--- config.mk ---
export PLATFORM = sky130hd
export DESIGN_NAME = ats21_cmd_scheduler
export DESIGN_NICKNAME = d
export VERILOG_FILES = /design/src/rtl/ats21_cmd_scheduler.sv
export SDC_FILE = /design/constraint.sdc
export NUM_CORES = 1
export LEC_CHECK = 0
export ABC_AREA = 1
export CORE_ASPECT_RATIO = 2
export CORE_MARGIN = 2
export CORE_UTILIZATION = 55
export DETAILED_ROUTE_END_ITERATION = 10
export GPL_TIMING_DRIVEN = 1
export PLACE_DENSITY = 0.76
export SLEW_MARGIN = 20
export SYNTH_ARGS = -nofsm -noshare
export SYNTH_HDL_FRONTEND = slang
export SYNTH_SLANG_ARGS = --single-unit
--- constraint.sdc ---
create_clock -name clk_1x -period 7.4 [get_ports clk_1x]
set_input_delay 1.48 -clock clk_1x [delete_from_list [all_inputs] [get_ports clk_1x]]
set_output_delay 1.48 -clock clk_1x [all_outputs]
set_load 0.02 [all_outputs]
--- src/rtl/ats21_cmd_scheduler.sv ---
// rtl/ats21_cmd_scheduler.sv - two-client command scheduler for the ATS21 timer core
module ats21_cmd_scheduler #(
    parameter int FIFO_DEPTH    = 4,
    parameter int STAT_WAIT     = 2,
    parameter int READY_TIMEOUT = 15
) (
    input  logic        clk_1x,
    input  logic        reset,
    input  logic        a_valid,
    input  logic [31:0] a_inst,
    output logic        a_ready,
    output logic        a_rsp_valid,
    output logic        a_rsp_ack,
    input  logic        b_valid,
    input  logic [31:0] b_inst,
    output logic        b_ready,
    output logic        b_rsp_valid,
    output logic        b_rsp_ack,
    output logic        dev_req,
    input  logic        dev_ready,
    output logic [15:0] dev_ctrlA,
    output logic [15:0] dev_ctrlB,
    input  logic [1:0]  dev_stat,
    output logic        busy
);

    localparam int             AW        = $clog2(FIFO_DEPTH);
    localparam logic [AW:0]    PTR_ONE   = (AW+1)'(1);
    localparam logic [7:0]     TMO_LAST  = 8'(READY_TIMEOUT - 1);
    localparam logic [2:0]     EXEC_LAST = 3'(STAT_WAIT - 1);

    typedef enum logic [2:0] {
        S_IDLE,
        S_REQ,
        S_WAIT_RDY,
        S_LO,
        S_EXEC,
        S_RESP
    } state_t;

    state_t state_q, state_d;

    // Per-client FIFOs: extra pointer bit distinguishes full from empty
    logic [31:0] fa_mem [FIFO_DEPTH];
    logic [31:0] fb_mem [FIFO_DEPTH];
    logic [AW:0] fa_wr, fa_rd, fb_wr, fb_rd;
    logic        fa_empty, fa_full, fb_empty, fb_full;
    logic        push_a, push_b, pick_a, pick_b, rr_toggle;
    logic [31:0] ha, hb;

    // Issued pair and transaction bookkeeping
    logic [31:0] lane_a, lane_b;
    logic [1:0]  lane_used;
    logic [1:0]  stat_q;
    logic        rr_ptr;                 // 0 = client A has priority on conflict
    logic [7:0]  tmo_cnt;
    logic [2:0]  exec_cnt;
    logic        timeout, exec_last, conflict;

    assign fa_empty = (fa_wr == fa_rd);
    assign fb_empty = (fb_wr == fb_rd);
    assign fa_full  = (fa_wr[AW] != fa_rd[AW]) && (fa_wr[AW-1:0] == fa_rd[AW-1:0]);
    assign fb_full  = (fb_wr[AW] != fb_rd[AW]) && (fb_wr[AW-1:0] == fb_rd[AW-1:0]);
    assign a_ready  = !fa_full;
    assign b_ready  = !fb_full;
    assign push_a   = a_valid && !fa_full;
    assign push_b   = b_valid && !fb_full;
    assign ha       = fa_mem[fa_rd[AW-1:0]];
    assign hb       = fb_mem[fb_rd[AW-1:0]];

    // Opcode-class conflict check on the top byte of each head
    function automatic logic is_conflict(input logic [7:0] x, input logic [7:0] y);
        logic x_clk, y_clk, x_alm, y_alm;
        x_clk = (x[7:5] == 3'b001) || (x[7:5] == 3'b010);
        y_clk = (y[7:5] == 3'b001) || (y[7:5] == 3'b010);
        x_alm = (x[7:5] >= 3'b101);
        y_alm = (y[7:5] >= 3'b101);
        is_conflict = (x_clk && y_clk && (x[4:1] == y[4:1]))
                   || (x_alm && y_alm && (x[4:0] == y[4:0]))
                   || ((x[7:5] == 3'b011) && (y[7:5] == 3'b011));
    endfunction

    assign conflict  = is_conflict(ha[31:24], hb[31:24]);
    assign timeout   = (state_q == S_WAIT_RDY) && !dev_ready && (tmo_cnt == TMO_LAST);
    assign exec_last = (state_q == S_EXEC) && (exec_cnt == EXEC_LAST);
    assign busy      = (state_q != S_IDLE);

    // FIFO pointers; a pop and a push on the same edge both take effect
    always_ff @(posedge clk_1x or posedge reset) begin
        if (reset) begin
            fa_wr <= '0;
            fa_rd <= '0;
            fb_wr <= '0;
            fb_rd <= '0;
        end else begin
            if (push_a) fa_wr <= fa_wr + PTR_ONE;
            if (pick_a) fa_rd <= fa_rd + PTR_ONE;
            if (push_b) fb_wr <= fb_wr + PTR_ONE;
            if (pick_b) fb_rd <= fb_rd + PTR_ONE;
        end
    end

    // FIFO storage; contents are don't-care until the pointers cover them
    always_ff @(posedge clk_1x) begin
        if (push_a) fa_mem[fa_wr[AW-1:0]] <= a_inst;
        if (push_b) fb_mem[fb_wr[AW-1:0]] <= b_inst;
    end

    // Choose which heads to issue while idle
    always_comb begin
        pick_a    = 1'b0;
        pick_b    = 1'b0;
        rr_toggle = 1'b0;
        if (state_q == S_IDLE) begin
            if (!fa_empty && !fb_empty) begin
                if (!conflict) begin
                    pick_a = 1'b1;
                    pick_b = 1'b1;
                end else begin
                    rr_toggle = 1'b1;
                    pick_a    = !rr_ptr;
                    pick_b    = rr_ptr;
                end
            end else if (!fa_empty) begin
                pick_a = 1'b1;
            end else if (!fb_empty) begin
                pick_b = 1'b1;
            end
        end
    end

    // State register
    always_ff @(posedge clk_1x or posedge reset) begin
        if (reset) state_q <= S_IDLE;
        else       state_q <= state_d;
    end

    // Next state and device/client outputs
    always_comb begin
        state_d     = state_q;
        dev_req     = 1'b0;
        dev_ctrlA   = 16'h0;
        dev_ctrlB   = 16'h0;
        a_rsp_valid = 1'b0;
        a_rsp_ack   = 1'b0;
        b_rsp_valid = 1'b0;
        b_rsp_ack   = 1'b0;
        case (state_q)
            S_IDLE: begin
                if (pick_a || pick_b) state_d = S_REQ;
            end
            S_REQ: begin
                dev_req = 1'b1;
                state_d = S_WAIT_RDY;
            end
            S_WAIT_RDY: begin
                dev_ctrlA = lane_a[31:16];
                dev_ctrlB = lane_b[31:16];
                if (dev_ready)    state_d = S_LO;
                else if (timeout) state_d = S_RESP;
            end
            S_LO: begin
                dev_ctrlA = lane_a[15:0];
                dev_ctrlB = lane_b[15:0];
                state_d   = S_EXEC;
            end
            S_EXEC: begin
                if (exec_last) state_d = S_RESP;
            end
            S_RESP: begin
                a_rsp_valid = lane_used[0];
                a_rsp_ack   = lane_used[0] && stat_q[0];
                b_rsp_valid = lane_used[1];
                b_rsp_ack   = lane_used[1] && stat_q[1];
                state_d     = S_IDLE;
            end
            default: state_d = S_IDLE;
        endcase
    end

    // Latch the issued pair, advance round-robin, run phase counters, capture status
    always_ff @(posedge clk_1x or posedge reset) begin
        if (reset) begin
            lane_a    <= '0;
            lane_b    <= '0;
            lane_used <= '0;
            stat_q    <= '0;
            rr_ptr    <= 1'b0;
            tmo_cnt   <= '0;
            exec_cnt  <= '0;
        end else begin
            if (pick_a || pick_b) begin
                lane_a    <= pick_a ? ha : 32'h0;
                lane_b    <= pick_b ? hb : 32'h0;
                lane_used <= {pick_b, pick_a};
                stat_q    <= 2'b00;
            end
            if (rr_toggle) rr_ptr <= !rr_ptr;
            if (state_q == S_REQ)           tmo_cnt <= '0;
            else if (state_q == S_WAIT_RDY) tmo_cnt <= tmo_cnt + 8'd1;
            if (state_q == S_LO)            exec_cnt <= '0;
            else if (state_q == S_EXEC)     exec_cnt <= exec_cnt + 3'd1;
            if (timeout)                    stat_q <= 2'b00;
            else if (exec_last)             stat_q <= dev_stat;
        end
    end

endmodule

# == Yosys cells after proc, flatten, opt, wreduce, memory -nomap -nowiden ==
# Memories as Yosys holds them, arrays and structs flattened.
# Cells that the tools add are included.
# Widths: inputs -> output; s select.
# totals
ff_bits,95
n_memories,2
mem_bits_rw,256
wordCells,115
# classes
eq_ne,24
n_addsub,6
n_lt_le_gt_ge,2
muxes,37
n_reduce_logical,32
# mem_list
name,words,width,read_ports,rd_clocked_by_memory_dff,write_ports,line_no,text
fa_mem,4,32,1,0,1,44,logic [31:0] fa_mem [FIFO_DEPTH];
fb_mem,4,32,1,0,1,45,logic [31:0] fb_mem [FIFO_DEPTH];
# op_table
cell,count
$mux 32,2
$pmux 16 s2,2
$mux 1,21
$eq 3x2->1 const B,6
$mux 3,6
$mux 8,2
$add 3x1->3 const B,5
$logic_and 1x1->1,15
$pmux 3 s5,1
$eq 3x1->1 const B,4
$add 8x1->8 const B,1
$eq 8x4->1 const B,1
$eq 3x3->1,2
$eq 3x3->1 const B,2
$ge 3x3->1 const B,2
$logic_not 1->1,6
$mux 2,3
$reduce_bool 3->1,2
$eq 5x5->1,1
$logic_or 1x1->1,5
$eq 2x2->1,2
$eq 4x4->1,1
$reduce_bool 2->1,2
$logic_not 3->1,1
5 further kinds,6

# == Depth between registers and ports, before layout ==
# An unclocked memory read counts as a cell.
# depth
ltp_word,14
ltp_mapped,19

# == Worst setup path before layout ==
# Ideal clock, no wire load.
# synth_timing
path_kind,input port to flip-flop
start,in a_valid
end,mem fa_mem[3][0] (enable)
arrival_time_ps,3055
stages,2
path_slack_ps,3922
setup_time_ps,424
path_cell_list,nand2_1 > nor2_1
# synth_between
elab_chain_cells,3
# synth_rtl
item,line_no,text
"start, declared",9,"input logic a_valid,"
$logic_and 1x1->1,66,assign push_a = a_valid && !fa_full;
$mux 1,105,if (push_a) fa_mem[fa_wr[AW-1:0]] <= a_inst;
$mux 1 (implied by the code),105,
"end, declared",44,
# No other way between the ends.

# == Worst setup path after layout ==
# layout_timing
start,reg state_q[0]
end,out dev_ctrlA[11]
# layout_between
elab_chain_cells,2
# layout_rtl
item,line_no,text
"start, declared",41,"state_t state_q, state_d;"
"start signal, assigned",135,else state_q <= state_d;
$eq 3x2->1,148,case (state_q)
$pmux 16 s2 (*),148,
"end, declared",21,"output logic [15:0] dev_ctrlA,"
# Every way passes the cells marked *; elsewhere a longest branch is shown, timed or not.

==> results.cfg <==
[detailed_routing]
vias = 9620
wl_per_cell_um = 18.9
final_antenna_net_count = 0
dr.pass1.iters = 5
wl_um = 32200
vias_per_cell = 5.66
drt_iter0_drc = 861
drc = 0

[synthesis]
synth_edf_count = 256
ys_ff_latch = 351
yosys_most_used_dff = edfxtp_1
synth_nets = 1324
yosys_warnings = 0
yosysUniqueCellTypes = 29
syn_area_um2 = 14500
synth_async_sr_flop_share_pct = 27.1
yosysSeqAreaShare_pct = 69.6
syn_inst = 1239
syn_avg_cell_area_um2 = 11.7

[critical_path]
cp_cell_sequence = nor3_1 > inv_2 > o22ai_1 > clkdlybuf4s50_1
worst_path_largest_cell_delay_ns = 0.74
criticalPathCategory = register to output port
path_delay_family = buffers and inverters
reg2reg_slack_ns = 3.13
arrival_ns = 3.38
cp-end-kind = output port
startpoint_type = register
crit_slowest_cell = nor3_1
cp.required_ns = 5.92
worst-path-max-fanout = 38
critPathBufInv = 2

[clock_network]
cts-root-buf = clkbuf_16
path_clk_slew_ns = 0.07
clkLatencyLatePin_ns = 0.57
h-tree-depth = 1
cts-resized-gates = 0
cts_tree = done
cts_hold_buf = 0
clock_path_buffers = 3
cts_made_buffers = 30
postCtsSetupBuffers = 0
cts.sinks = 351

[power_and_ir_drop]
vdd_drop_max_v = 0.000379
p_seq_share_pct = 39.8
power.switching_mw = 2.82
p_int_mw = 4.41
powerDensity_nw_per_um2 = 430
power.leakage_nw = 6.39
switching_share_pct = 39.0
power_frac_clock_pct = 21.8
power_frac_comb_pct = 38.4

[cells_and_area]
n_antenna_cell = 0
drive_gt1_share_pct = 10.0
fin_cells = 1700
nNetsFinal = 1417
final_util_pct = 64.5
syn2layout_area_growth_pct = 16.2
fillers = 2057

[timing]
fmax_mhz = 206
slew_headroom_pct = 27.4
worst_slack_ns = 2.54
setup-tns-final_ns = 0
finalSetupViolations = 0
min_period_ns = 4.86
tightest_slew_ns = 1.09
drv_slew = 0
min_period_over_period_pct = 65.6
rsz0062_at_grt = false
hold_violations = 0
finalClockSkew_ns = 0.0126

[place]
dp_cells = 1644
port_buffers = 110
gp_congestion = 0.808
dp_slack_ns = 2.91
dp_hpwl_um = 19300

[grt]
grt_pass1_wl_um = 51000
grtUsageTotal_pct = 23.5
grt_pass1_vias = 10000
grt_antenna_before_repair = 0
overflow = 0
grt_max_degree = 75

[die]
rows = 84
die_h_um = 233
core_um2 = 26100
num_io_pins = 111
die_area_um2 = 27700
initial_core_util_pct = 55.5
die-width_um = 119

[status]
status = finished clean

[run]
cap_violations = 0

[worst_hold_path]
worstHoldPathType = register to register
==> through the flow <==
| step | area (µm²) | hold WS (ns) | power [mW] |
|---|---|---|---|
| final | 16800 | 0.498 | 7.24 |
| after CTS | 16800 | 0.498 | 7.26 |
| after floorplan | 14500 | 0.462 | 4.92 |
| after global routing | 16800 | 0.511 | 7.68 |
| after detailed placement | 15800 | 0.481 | 5.69 |
| after global placement | 15800 | 0.475 | 5.58 |
==> flip-flops by register name (all words and copies together), names as in the netlist <==
signal,flops
exec_cnt,3
fa_mem,128
fa_rd,3
fa_wr,3
fb_mem,128
fb_rd,3
fb_wr,3
lane_a,32
lane_b,32
lane_used,2
rr_ptr,1
stat_q,2
state_q,3
tmo_cnt,8
==> cells in the mapped netlist, types with 9 or more instances <==
cell type | instances | area, µm²
inv_1 | 121 | 454
ha_1 | 14 | 175
dfrtp_1 | 95 | 2380
clkbuf_1 | 33 | 124
nand3_1 | 49 | 245
o21ai_2 | 35 | 307
o22ai_1 | 85 | 532
o22ai_2 | 15 | 188
o21ai_0 | 126 | 631
a21oi_1 | 9 | 45.0
nor2_1 | 127 | 477
buf_2 | 15 | 75.1
edfxtp_1 | 256 | 7690
nand2_1 | 209 | 785
xor2_1 | 9 | 78.8
==> per-layer routing <==
layer  wire length, µm  share of wire [%]  global-route usage [%]
met5                 0                  0                       0
met4              1010                3.1                    10.2
met3              1860                5.8                    3.08
met2             16400                 51                    40.7
met1             12900                 40                    29.7
==> worst paths after layout <==
check	startpoint	end	cells after the start
worst max register to register	fb_rd[0]$_DFFE_PP0P_	stat_q[0]$_DFFE_PP0P_	16
worst min register to register	fb_rd[2]$_DFFE_PP0P_	fb_rd[2]$_DFFE_PP0P_	1
min in group asynchronous	reset	lane_b[9]$_DFFE_PP0P_	2
worst max-delay path	state_q[0]$_DFFE_PP0P_	dev_ctrlA[11]	4
max in group asynchronous	reset	fb_rd[0]$_DFFE_PP0P_	3
worst min-delay path	fb_rd[2]$_DFFE_PP0P_	fb_rd[2]$_DFFE_PP0P_	1
==> layout make-up <==
type	count	area (µm²)	share of cell area, %
Timing Repair Buffer	123	1200	7.13
Sequential cell	351	10100	59.9
Tap cell	344	430	2.56
Clock buffer	40	851	5.06
Inverter	129	490	2.92
Multi-Input combinational cell	697	3620	21.5
Clock inverter	16	151	0.900
==> placed cells by master (no fill, tap or decap), drive strengths merged <==
cell type	netlist	routed
nor4	1	1
a21oi	9	9
nor3	5	5
a32oi	1	1
edfxtp	256	256
nand3	49	49
dfrtp	95	95
ha	14	14
xnor2	5	5
clkdlybuf4s50	0	110
o21ai	161	161
xor2	9	9
clkinvlp	0	5
a2bb2oi	1	1
clkinv	0	9
nor2	127	127
clkbuf	33	40
inv	129	129
buf	29	13
bufinv	0	2
a211o	1	1
o22ai	100	100
or2	1	1
nand2	212	212
o211ai	1	1
==> power groups by stage <==
stage,Sequential (mW),Clock [mW],Combinational [mW]
2_1_floorplan,2.84,0,2.08
3_3_place_gp,2.90,0,2.69
3_5_place_dp,2.92,0,2.77
4_1_cts,2.88,1.60,2.79
5_1_grt,2.93,1.67,3.08
6_report,2.88,1.57,2.78
==> cells by family (layout without fill, tap and decap cells) <==
kind of cell / after synthesis / count (layout) / share of synthesized area [%]
adder cells (fa/ha/maj): 14 / 14 / 1.21
AO/OA/AOI/OAI: 274 / 274 / 12.0
XOR/XNOR: 14 / 14 / 0.848
AND/OR/NAND/NOR: 395 / 395 / 10.8
buffers and inverters: 191 / 308 / 5.57
flip-flops: 351 / 351 / 69.6
No activity file was read; power rests on OpenSTA's default activity.
